==> config.mk <==
export PLATFORM = sky130hd
export DESIGN_NAME = pc_fetch_stage
export DESIGN_NICKNAME = d
export VERILOG_FILES = /design/src/rtl/pc_fetch_stage.sv
export SDC_FILE = /design/constraint.sdc
export NUM_CORES = 1
export LEC_CHECK = 0
export ABC_AREA = 0
export CORE_MARGIN = 5
export CORE_UTILIZATION = 49
export DETAILED_ROUTE_END_ITERATION = 6
export HOLD_SLACK_MARGIN = 0.06
export PLACE_DENSITY = 0.83
export REMOVE_ABC_BUFFERS = 1
export SYNTH_ARGS = -nofsm -noshare
export SYNTH_HDL_FRONTEND = slang
export SYNTH_SLANG_ARGS = --single-unit
==> constraint.sdc <==
create_clock -name clk -period 6.2 [get_ports clk]
set_clock_uncertainty 0.1 [all_clocks]
set_input_delay 1.55 -clock clk [delete_from_list [all_inputs] [get_ports clk]]
set_output_delay 1.55 -clock clk [all_outputs]
set_load 0.1 [all_outputs]
==> src/rtl/pc_fetch_stage.sv <==
//============================================================================
// Module   : pc_fetch_stage
// Desc     : Program-counter fetch stage with valid/ready fetch handshake,
//            one-bubble branch redirect and sticky halt. Optional
//            misaligned-target trap enabled by PC_MISALIGN_TRAP_EN.
// Revision : 1.0 - initial release
//============================================================================
`default_nettype none

`ifndef WORD
`define WORD 64
`endif

module pc_fetch_stage #(
    parameter int               WIDTH    = `WORD,
    parameter logic [WIDTH-1:0] RESET_PC = '0,
    parameter logic [WIDTH-1:0] PC_INC   = WIDTH'(4)
) (
    input  logic             clk,
    input  logic             reset,
    input  logic             branch_taken,
    input  logic [WIDTH-1:0] branch_target,
    input  logic             halt,
    input  logic             out_ready,
    output logic [WIDTH-1:0] pc_out,
    output logic             out_valid,
    output logic [WIDTH-1:0] fetch_count,
    output logic             halted,
    output logic             misalign_err
);

    localparam logic [1:0] c_boot     = 2'd0;
    localparam logic [1:0] c_run      = 2'd1;
    localparam logic [1:0] c_redirect = 2'd2;
    localparam logic [1:0] c_halted   = 2'd3;

    logic [1:0]       r_state;
    logic [WIDTH-1:0] r_pc;
    logic [WIDTH-1:0] r_count;
    logic             w_fire;
    logic             w_misalign;
    logic [WIDTH-1:0] w_target_aligned;

    assign out_valid        = (r_state == c_run);
    assign halted           = (r_state == c_halted);
    assign pc_out           = r_pc;
    assign fetch_count      = r_count;
    assign w_fire           = out_valid & out_ready;
    assign w_target_aligned = branch_target & ~WIDTH'(3);

`ifdef PC_MISALIGN_TRAP_EN
    logic r_misalign;

    assign w_misalign = branch_taken & (|branch_target[1:0]);

    always_ff @(posedge clk or posedge reset) begin
        if (reset) begin
            r_misalign <= 1'b0;
        end else if (r_state != c_halted && w_misalign) begin
            r_misalign <= 1'b1;
        end
    end

    assign misalign_err = r_misalign;
`else
    assign w_misalign   = 1'b0;
    assign misalign_err = 1'b0;
`endif

    // Priority: misalign trap > halt > branch > sequential advance.
    // A fire in the same cycle as halt/branch still counts as a fetch.
    always_ff @(posedge clk or posedge reset) begin
        if (reset) begin
            r_state <= c_boot;
            r_pc    <= RESET_PC;
            r_count <= '0;
        end else begin
            case (r_state)
                c_halted: begin
                    r_state <= c_halted;
                end
                default: begin
                    if (w_fire) begin
                        r_count <= r_count + WIDTH'(1);
                    end
                    if (w_misalign) begin
                        r_pc    <= branch_target;
                        r_state <= c_halted;
                    end else if (halt) begin
                        r_state <= c_halted;
                    end else if (branch_taken) begin
                        r_pc    <= w_target_aligned;
                        r_state <= c_redirect;
                    end else if (r_state == c_run) begin
                        if (w_fire) begin
                            r_pc <= r_pc + PC_INC;
                        end
                    end else begin
                        r_state <= c_run;
                    end
                end
            endcase
        end
    end

endmodule

`default_nettype wire

### Yosys cells after proc, flatten, opt, wreduce, memory -nomap -nowiden

Index checks and enable logic that the tools add are counted.

* output and inout port bits: 131
* word-level logic and storage cells: 22
* register bits after elaboration: 130

* add/sub/neg operators: 2
* reductions and logical operators: 4
* equal/unequal tests: 3
* muxes and demuxes: 7
* bitwise gates (word level): 3

Operators by type and width (count)
* $mux 64: 3
* $add 64x1->64 const B: 1
* $add 64x3->64 const B: 1
* $mux 2: 4
* $ne 4x3->1 const B: 1
* $reduce_and 4->1: 1
* $reduce_bool 2->1: 2
* $eq 2x1->1 const B: 1
* $eq 2x2->1 const B: 1
* $not 1->1: 2
* $reduce_and 2->1: 1
* $and 1x1->1: 1

### Longest topological paths before layout

* depth after elaboration: 5
* depth in mapped cells: 8
* mapped depth without buffers: 6

### Least setup slack after synthesis

OpenSTA, ideal clock, no wires.

* kind: input to register
* start: input port out_ready
* end: register r_count[31] (netlist: fetch_count[31])
* stages on the path: 6
* path slack: 3.094 ns
* path buffers: 1
* arrival: 2.843 ns
* cell sequence: nand2_1 -> or4_4 -> or3_4 -> clkbuf_8 -> nor3_1 -> xor2_1

* longest elaborated chain between the ends: 2

RTL lines
* from (decl): line 24 `input logic out_ready,`
* $and 1x1->1: line 48 `assign w_fire = out_valid & out_ready;`
* $reduce_and 2->1 (no line)
* to (signal assigned): line 84 `r_count <= r_count + WIDTH'(1);`
* to (decl): line 39 `logic [WIDTH-1:0] r_count;`

No other way between the ends.
A chain may end at the register's enable or synchronous reset.

### Final worst setup path

* start: register r_state[1]
* end: output port out_valid

* longest elaborated chain between the ends: 1

RTL lines
* from (decl): line 37 `logic [1:0] r_state;`
* from (signal assigned): line 74 `r_state <= c_boot;`
* from (signal assigned): line 80 `r_state <= c_halted;`
* from (signal assigned): line 88 `r_state <= c_halted;`
* $eq 2x1->1: line 44 `assign out_valid = (r_state == c_run);`
* to (decl): line 26 `output logic out_valid,`

No other way between the ends.

==> impl_metrics.env <==
export IMPL_drtIter0Drc=608
export IMPL_worst_pin_slew_ps=1097
export IMPL_synth_avg_cell_area_um2=9.130
export IMPL_hpwl_um=15330
export IMPL_max_freq_mhz=259.4
export IMPL_start_util=0.4931
export IMPL_worstHoldStart="fetch_count[63]$_DFFE_PP0P_"
export IMPL_synth_distinct_cells=61
export IMPL_ant_nets=0
export IMPL_port_buffers=194
export IMPL_rr_worst_depth=6
export IMPL_cp_max_fo=5
export IMPL_grt_ovfl_total=0
export IMPL_hold_class="reg2reg"
export IMPL_synthFlopType="dfrtp_1"
export IMPL_fp_dieW_um=133
export IMPL_ys_warnings_count=0
export IMPL_layout_min_cycle_time_ps=3856
export IMPL_crit_path_start_kind="register"
export IMPL_grt_pass1_wl_um=36380
export IMPL_maxSlewViolCount=0
export IMPL_grt_usage=0.2495
export IMPL_timing_max_slew_rel_slack=0.2679
export IMPL_post_cts_buffers=0
export IMPL_max_stage_delay_ps=1130
export IMPL_crit_arrival_ps=2210
export IMPL_end_kind="output port"
export IMPL_rsz0062_at_grt="no"
export IMPL_outcome="complete, no violations"
export IMPL_cp_required_ps=4550
export IMPL_synth_cells=812
export IMPL_via_per_inst=6.068
export IMPL_n_antenna_cell=0
export IMPL_crit_start="r_state[1]$_DFFE_PP0P_"
export IMPL_fin_nets=1060
export IMPL_netlist_area_mm2=0.007413
export IMPL_dieArea_mm2=0.01769
export IMPL_period_share=0.6219
export IMPL_clk_pin_slew_worst_paths_ps=60
export IMPL_antenna_found_initial=0
export IMPL_yosysTopAreaCell="dfrtp_1"
export IMPL_clk_path_buf_depth=2
export IMPL_r2r_end="pc_out[36]$_DFFE_PP0P_"
export IMPL_hold_end="fetch_count[63]$_DFFE_PP0P_"
export IMPL_drt_total_wl_um=22240
export IMPL_fin_tns_setup_ps=0
export IMPL_drt_first_pass_iters=5
export IMPL_ioPinCount=200
export IMPL_hold_depth=1
export IMPL_wl_per_cell_um=18.69
export IMPL_critPathBufInv=2
export IMPL_drc=0
export IMPL_post_cts_resized=0
export IMPL_ir_drop_mv=0.1722
export IMPL_num_rows=45
export IMPL_ys_ff_latch=128
export IMPL_cts_tree="yes"
export IMPL_synth_edf_count=0
export IMPL_drive_above_1_share=0.07884
export IMPL_p_leak_nw=4.223
export IMPL_r2r_start="pc_out[2]$_DFFE_PP0P_"
export IMPL_worst_path_dominant_cell_family="buffers and inverters"
export IMPL_hold_viol=0
export IMPL_netlist_top_cells_area="dfrtp_1, xor2_1, nand4_1"
export IMPL_power_density_mw_per_mm2=213.4
export IMPL_setup_slack_ps=2344
export IMPL_cts_buffers=17
export IMPL_cts_root_buf="clkbuf_16"
export IMPL_holdBufCountCts=0
export IMPL_grt_max_degree=53
export IMPL_htreeDepth=4
export IMPL_yosysTopAreaCellShare=0.4321
export IMPL_yosysMostFrequentCell="dfrtp_1"
export IMPL_postSynth_asyncResetShare=1.000
export IMPL_synthTopCellsByCount="dfrtp_1, nand2_1, nand3_1, nor2_1, nand4_1"
export IMPL_drv_cap=0
export IMPL_clock_latency_ps=420
export IMPL_vias=7221
export IMPL_grt_pass1_vias=7020
export IMPL_cp_slowest_cell="clkdlybuf4s50_1"
export IMPL_yosysSeqAreaShare=0.4321
export IMPL_crit_chain="nand2b_1, inv_1, clkdlybuf4s50_1"
export IMPL_cts_sinks=128
export IMPL_r2r_slack_ps=3540
export IMPL_setup_viol_count_final=0
export IMPL_place_ws_ps=2217
export IMPL_area_growth_pct=36.91
export IMPL_gp_congestion=0.8385
export IMPL_core_region_area_mm2=0.01503
export IMPL_worst_setup_path_type="reg2out"
export IMPL_die_h_um=133
[power by group]
group          switching [mW]  internal [mW]
Sequential            0.00862          0.841
Combinational          0.0990         0.0605
Clock                   0.370          0.786
Total                   0.478           1.69
[through the flow]
stage	hold slack [ps]	instances	instance area, um^2	total power [mW]	utilization
final	383.0	1190	10150	2.166	0.6752
after global routing	408.8	1190	10150	2.222	0.6752
after CTS	394.0	1190	10150	2.176	0.6752
after detailed placement	382.9	1158	9472	1.024	0.6300
after global placement	355.9	1158	9472	1.023	0.6300
after floorplan	518.2	765	7196	0.9484	-
[cells in the final DEF (no fill, tap or decap), drive strengths merged, types with 15 or more instances in the layout]
master and count:
dfrtp 128, xnor2 24, nand3 60, clkdlybuf4s50 193
clkbuf 22, and3 28, o22ai 29, inv 21
nand2 66, mux2i 21, nor4 21, nor3 41
xor2 38, nor2 59, a21oi 37, and4 17
nand4 50, or3 15
[final cells by class]
cell class / instances / area, um^2
Clock buffer: 22 / 474.2
Clock inverter: 10 / 203.9
Fill cell: 1193 / 4883
Inverter: 20 / 77.57
Multi-Input combinational cell: 617 / 3924
Sequential cell: 128 / 3203
Tap cell: 188 / 235.2
Timing Repair Buffer: 205 / 2032
[layer usage]
metal	global-route usage	routed length, um	part of all wire	vias up
met5	0	0	0	-
met4	0.08083	346	0.016	0
met1	0.3244	9342	0.42	3487
li1	-	-	-	3381
met2	0.4069	10700	0.48	318
met3	0.06578	1858	0.084	35
[worst max-delay path by stage]
stage / end / slack, ps / cells after the start
6_report: out_valid / 2340 / 3
5_1_grt: out_valid / 2280 / 3
4_1_cts: out_valid / 2320 / 3
3_5_place_dp: pc_out[58]$_DFFE_PP0P_ / 2220 / 7
3_3_place_gp: pc_out[58]$_DFFE_PP0P_ / 2220 / 7
2_1_floorplan: fetch_count[0]$_DFFE_PP0P_ / 1140 / 1
[sequential cells by signal, indices dropped and copies added, names as in the netlist]
register	flops
fetch_count	64
pc_out	62
r_state	2
[kinds of logic (layout without fill, tap and decap cells)]
kind of cell	count (synthesis)	count (layout)	share of synthesized area
other cells	1	3	0.0005058
xor+xnor	62	62	0.07325
mux	27	27	0.03747
compound gates	134	134	0.1188
buf+inv	69	257	0.04051
simple gates	389	389	0.2940
flops	128	128	0.4321
fa+ha+maj	2	2	0.003375
[worst register-to-register path, stage by stage (launching register included)]
cell and delay (ps):
dfrtp_1 440, ha_1 250, nand3_1 240, nor3_2 520
nand3_1 370, or4_1 580, nand3_1 90
Power figures use the tool's default switching activity.
